$ cat src/rtl/fc_link_bringup.sv
// Transceiver link bring-up sequencer: PLL reset/lock, TX reset release, RX CDR
// lock-to-data qualification, word sync acquisition and link supervision.
module fc_link_bringup #(
  parameter int unsigned PLL_RST_CYC  = 1000,
  parameter int unsigned LOCK_TIMEOUT = 100000,
  parameter int unsigned TX_DIG_DLY   = 100,
  parameter int unsigned LTD_CYC      = 1000,
  parameter int unsigned SYNC_TIMEOUT = 100000,
  parameter int unsigned LOSS_CYC     = 16,
  parameter int unsigned SYNC_W       = 4
) (
  input  logic              mgmt_clk,
  input  logic              mgmt_reset_n,
  input  logic              restart,
  input  logic              pll_locked,
  input  logic              rx_is_lockedtodata,
  input  logic [SYNC_W-1:0] rx_syncstatus,
  output logic              pll_powerdown,
  output logic              tx_analogreset,
  output logic              tx_digitalreset,
  output logic              rx_analogreset,
  output logic              rx_digitalreset,
  output logic              link_up,
  output logic [2:0]        state,
  output logic [7:0]        retry_count
);

  localparam logic [2:0] PLL_RST   = 3'd0;
  localparam logic [2:0] WAIT_LOCK = 3'd1;
  localparam logic [2:0] TX_RST    = 3'd2;
  localparam logic [2:0] RX_CDR    = 3'd3;
  localparam logic [2:0] WAIT_SYNC = 3'd4;
  localparam logic [2:0] LINK_UP   = 3'd5;

  localparam logic [23:0] PLL_LAST  = 24'(PLL_RST_CYC - 1);
  localparam logic [23:0] LOCK_LAST = 24'(LOCK_TIMEOUT - 1);
  localparam logic [23:0] TX_DLY    = 24'(TX_DIG_DLY);
  localparam logic [23:0] LTD_LAST  = 24'(LTD_CYC - 1);
  localparam logic [23:0] SYNC_LAST = 24'(SYNC_TIMEOUT - 1);
  localparam logic [23:0] LOSS_LAST = 24'(LOSS_CYC - 1);

  logic [1:0]        pll_sync, ltd_sync;
  logic [SYNC_W-1:0] ss_meta, ss_sync;
  logic              pll_ok, ltd_ok, sync_ok;

  logic [2:0]  st, st_nx;
  logic [23:0] cnt, cnt_nx;
  logic        retry_inc;
  logic [4:0]  rst_q, rst_nx;
  logic        link_q, link_nx;
  logic [7:0]  retry_q;

  always_ff @(posedge mgmt_clk or negedge mgmt_reset_n) begin
    if (!mgmt_reset_n) begin
      pll_sync <= '0;
      ltd_sync <= '0;
      ss_meta  <= '0;
      ss_sync  <= '0;
    end else begin
      pll_sync <= {pll_sync[0], pll_locked};
      ltd_sync <= {ltd_sync[0], rx_is_lockedtodata};
      ss_meta  <= rx_syncstatus;
      ss_sync  <= ss_meta;
    end
  end

  assign pll_ok  = pll_sync[1];
  assign ltd_ok  = ltd_sync[1];
  assign sync_ok = &ss_sync;

  always_comb begin
    st_nx     = st;
    cnt_nx    = cnt + 24'd1;
    retry_inc = 1'b0;
    case (st)
      PLL_RST: if (cnt == PLL_LAST) st_nx = WAIT_LOCK;
      WAIT_LOCK: begin
        if (pll_ok) st_nx = TX_RST;
        else if (cnt == LOCK_LAST) begin st_nx = PLL_RST; retry_inc = 1'b1; end
      end
      TX_RST: if (cnt >= TX_DLY) st_nx = RX_CDR;
      // counter doubles as the consecutive lock-to-data run length
      RX_CDR: begin
        if (!ltd_ok) cnt_nx = '0;
        else if (cnt == LTD_LAST) st_nx = WAIT_SYNC;
      end
      WAIT_SYNC: begin
        if (!ltd_ok) begin st_nx = RX_CDR; retry_inc = 1'b1; end
        else if (sync_ok) st_nx = LINK_UP;
        else if (cnt == SYNC_LAST) begin st_nx = RX_CDR; retry_inc = 1'b1; end
      end
      // counter doubles as the consecutive sync-loss run length
      LINK_UP: begin
        if (!ltd_ok) begin st_nx = RX_CDR; retry_inc = 1'b1; end
        else if (sync_ok) cnt_nx = '0;
        else if (cnt == LOSS_LAST) begin st_nx = RX_CDR; retry_inc = 1'b1; end
      end
      default: st_nx = PLL_RST;
    endcase
    if (!pll_ok && (st inside {TX_RST, RX_CDR, WAIT_SYNC, LINK_UP})) begin
      st_nx     = PLL_RST;
      retry_inc = 1'b1;
    end
    if (restart) begin
      st_nx     = PLL_RST;
      retry_inc = 1'b0;
    end
    if (st_nx != st || restart) cnt_nx = '0;
  end

  // Outputs are decoded from next state/count so they move with the state register.
  always_comb begin
    rst_nx  = 5'b11111;
    link_nx = 1'b0;
    case (st_nx)
      WAIT_LOCK: rst_nx = 5'b01111;
      TX_RST:    rst_nx = {2'b00, (cnt_nx < TX_DLY), 2'b11};
      RX_CDR:    rst_nx = 5'b00001;
      WAIT_SYNC: rst_nx = 5'b00000;
      LINK_UP: begin
        rst_nx  = 5'b00000;
        link_nx = 1'b1;
      end
      default:   rst_nx = 5'b11111;
    endcase
  end

  always_ff @(posedge mgmt_clk or negedge mgmt_reset_n) begin
    if (!mgmt_reset_n) begin
      st      <= PLL_RST;
      cnt     <= '0;
      rst_q   <= '1;
      link_q  <= 1'b0;
      retry_q <= '0;
    end else begin
      st     <= st_nx;
      cnt    <= cnt_nx;
      rst_q  <= rst_nx;
      link_q <= link_nx;
      if (retry_inc && retry_q != 8'hFF) retry_q <= retry_q + 8'd1;
    end
  end

  assign {pll_powerdown, tx_analogreset, tx_digitalreset, rx_analogreset, rx_digitalreset} = rst_q;
  assign link_up     = link_q;
  assign state       = st;
  assign retry_count = retry_q;

endmodule
$ cat config.mk
export PLATFORM = sky130hd
export DESIGN_NAME = fc_link_bringup
export DESIGN_NICKNAME = d
export VERILOG_FILES = /design/src/rtl/fc_link_bringup.sv
export SDC_FILE = /design/constraint.sdc
export NUM_CORES = 1
export LEC_CHECK = 0
export CORE_ASPECT_RATIO = 1.4
export CORE_MARGIN = 2
export CORE_UTILIZATION = 45
export DETAILED_ROUTE_END_ITERATION = 10
export PLACE_DENSITY = 0.65
export SETUP_SLACK_MARGIN = 0.15
export SLEW_MARGIN = 10
export SYNTH_ARGS = -nofsm -noshare
export SYNTH_HDL_FRONTEND = slang
export SYNTH_SLANG_ARGS = --single-unit
$ cat constraint.sdc
create_clock -name mgmt_clk -period 3.4 [get_ports mgmt_clk]
set_input_delay 0.68 -clock mgmt_clk [delete_from_list [all_inputs] [get_ports mgmt_clk]]
set_output_delay 0.68 -clock mgmt_clk [all_outputs]
set_load 0.02 [all_outputs]
==> flow_metrics.py <==
metrics = {
    "final_layout": {
        "diodes": 0,
        "drive_gt1_frac": 0.09184,
        "area_delta_synth_final_pct": 16.17,
        "n_fill_cell": 557,
        "nets": 305,
    },
    "synthesis": {
        "synth-edff-count": 0,
        "ys_seq_area_frac": 0.5005,
        "synthFlopType": "dfrtp_1",
        "synthCells": 271,
        "synth_common_cells": "48 x dfrtp_1, 40 x nor2_1, 19 x nand2_1",
        "synthAdderAreaFrac": 0.01786,
        "synth-async-reset-ratio": 1.000,
        "ys_ff_latch": 53,
        "synth_xor_area_frac": 0.09868,
        "synth_compound_area_frac": 0.1029,
        "ys_types": 49,
        "avgSynthCellArea_sq_um": 9.825,
        "synth_mux_area_frac": 0.004229,
        "ys_top_cells_by_area": "dfrtp_1 45%, nor2_1 5.6%, dfstp_2 4.9%",
        "syn_nets": 283,
        "yosys.area_share.simple": 0.2326,
        "yosys_warnings": 0,
        "yosysMostFrequentCell": "dfrtp_1",
        "yosys.area.top_type": "dfrtp_1",
        "synth_top_family_by_area": "simple AND/OR/NAND/NOR gates",
        "netlist.area_leader.share": 0.4511,
        "synthesis.area_sq_mm": 0.002663,
    },
    "sta": {
        "layout_min_cycle_time_ns": 2.809,
        "slew_viol_final": 0,
        "post-route-period-util": 0.8263,
        "relSlewSlack": 0.5755,
        "tns_ns": 0,
        "rsz0062_at_grt": "false",
        "fin_ws_ns": 0.5905,
        "tightest_slew_ns": 0.6367,
        "hold_viol": 0,
        "setup_viol_count_final": 0,
        "finalClockSkew_ns": 0.006080,
        "max_freq_mhz": 355.9,
    },
    "worst_setup_path": {
        "crit_path_end_kind": "flip-flop",
        "crit_type": "reg -> reg",
        "worstSetupStartpointType": "flip-flop",
        "cp.required_ns": 3.62,
        "cp_max_fo": 24,
        "crit_arrival_ns": 3.03,
        "ff2ff_path_depth": 7,
    },
    "floorplan": {
        "die_w_um": 69.01,
        "fp-row-count": 33,
        "coreArea_sq_mm": 0.005781,
        "fp.dieH_um": 95.02,
        "io_pins": 26,
        "die_area_sq_mm": 0.006557,
        "initial_core_util": 0.4606,
    },
    "cts": {
        "clkTransAtPathRegs_ns": 0.09,
        "clock_sink_count": 53,
        "clk_latency_ns": 0.30,
        "clk_path_buf_depth": 2,
        "clockRootBuffer": "clkbuf_8",
        "cts_buffers": 5,
        "cts_setup_buffers": 0,
        "cts_tree": "done",
        "htreeDepth": 2,
    },
    "min_path": {
        "hold_depth": 0,
        "hold_class": "reg -> reg",
    },
    "grt": {
        "grt_pass1_vias": 2011,
        "antenna_found_initial": 0,
        "grt_pass1_wl_um": 9183,
        "grt_use_total": 0.1727,
        "grt_max_degree": 52,
        "gr-total-overflow": 0,
    },
    "flow_run": {
        "maxCapViolCount": 0,
    },
    "route": {
        "drc": 0,
        "drt-total-wl_um": 5229,
        "first_pass_iters": 4,
        "avgViaCountPerCell": 5.489,
        "antenna_left": 0,
        "wl_per_cell_um": 14.37,
        "vias": 1998,
        "drtIter0Drc": 168,
    },
    "placement": {
        "place_ws_ns": 0.3569,
        "place_hpwl_um": 3699,
        "port_buffers": 25,
        "gp_congestion": 0.9098,
    },
    "pwr": {
        "power_mw": 1.197,
        "pwr_density_cell_mw_per_mm2": 387.0,
        "p_leak_nw": 1.347,
        "peakVddDrop_v": 0.0002152,
    },
    "status": {
        "status": "finished clean",
    },
}
cell type report:
class	instances	area, sq um	area share
Multi-Input combinational cell	192	1216	0.3932
Tap cell	70	87.58	0.02832
Clock buffer	5	68.82	0.02225
Timing Repair Buffer	29	277.8	0.08981
Sequential cell	53	1333	0.4308
Inverter	12	45.04	0.01456
Clock inverter	3	65.06	0.02104
repair_timing:
action                                  4_1_cts  5_1_grt
resized for setup                             0        1
hold buffers                                  0        0
endpoints found under the setup margin        0        3
cell families (layout without fill, tap and decap cells):
kind of cell / Yosys count / in the layout
AO/OA/AOI/OAI: 39 / 39
XOR/XNOR: 30 / 30
adder cells (fa/ha/maj): 4 / 4
buffers and inverters: 26 / 49
flip-flops: 53 / 53
multiplexers: 1 / 1
AND/OR/NAND/NOR: 118 / 118
worst max-delay path, cell delays in order (launching register included):
cell,delay [ns]
dfrtp_1,0.43
or4_1,0.62
nor3_1,0.37
a21o_1,0.17
o211ai_1,0.10
and3_4,0.21
a2111o_2,0.62
nor2_1,0.21
report_power, final:
part / leakage (nW) / total, mW / internal, mW / switching [mW]
logic: 0.588 / 0.0517 / 0.0206 / 0.0311
clock network: 0.0681 / 0.491 / 0.292 / 0.198
registers: 0.691 / 0.655 / 0.642 / 0.0125
total: 1.35 / 1.20 / 0.955 / 0.242
routing by layer:
layer  wire (um)  up-vias  track usage
li1            -      976            -
met1        2156      961       0.2025
met2        2767       49       0.3117
met3         199       12      0.02854
met4         106        0      0.07680
met5           0        -            0
placed cells by master (no fill, tap or decap), types with 5 or more instances in the layout:
master           synthesis  layout
and3_1                   7       7
nor2_1                  40      40
xor2_1                  15      15
buf_4                    0       5
or3_1                    5       5
xnor2_1                 15      15
nand2_1                 19      19
a21oi_1                  9       9
dfstp_2                  5       5
inv_1                   12      12
a21o_1                   5       5
dfrtp_1                 48      48
clkbuf_8                 0       5
nand4_1                 11      11
clkdlybuf4s50_1          0      24
nand3_1                 13      13
registers in the layout, summed over array words and instances, names as in the netlist:
register	flops
state	3
cnt	24
ss_meta	4
ltd_sync	2
ss_sync	4
pll_sync	2
retry_count	8
link_up	1
rst_q	5
final timing paths:
path                               from         end  slack (ns)
max                             cnt[14]     cnt[17]        0.59
min                          ss_meta[0]  ss_sync[0]        0.35
max reg2reg                     cnt[14]     cnt[17]        0.59
min reg2reg                  ss_meta[0]  ss_sync[0]        0.35
max in group asynchronous  mgmt_reset_n    rst_q[4]        2.43
min in group asynchronous  mgmt_reset_n      cnt[1]        0.39
stage by stage:
| stage | instance area, sq um | utilization | hold WS [ns] | instances |
|---|---|---|---|---|
| floorplan | 2663 | - | 0.3312 | 271 |
| global placement | 2955 | 0.5113 | 0.3313 | 356 |
| detailed placement | 2955 | 0.5113 | 0.3405 | 356 |
| CTS | 3089 | 0.5344 | 0.3606 | 364 |
| global route | 3093 | 0.5351 | 0.3697 | 364 |
| finish | 3093 | 0.5351 | 0.3523 | 364 |
Note: power is estimated with default switching activity, not from simulation.
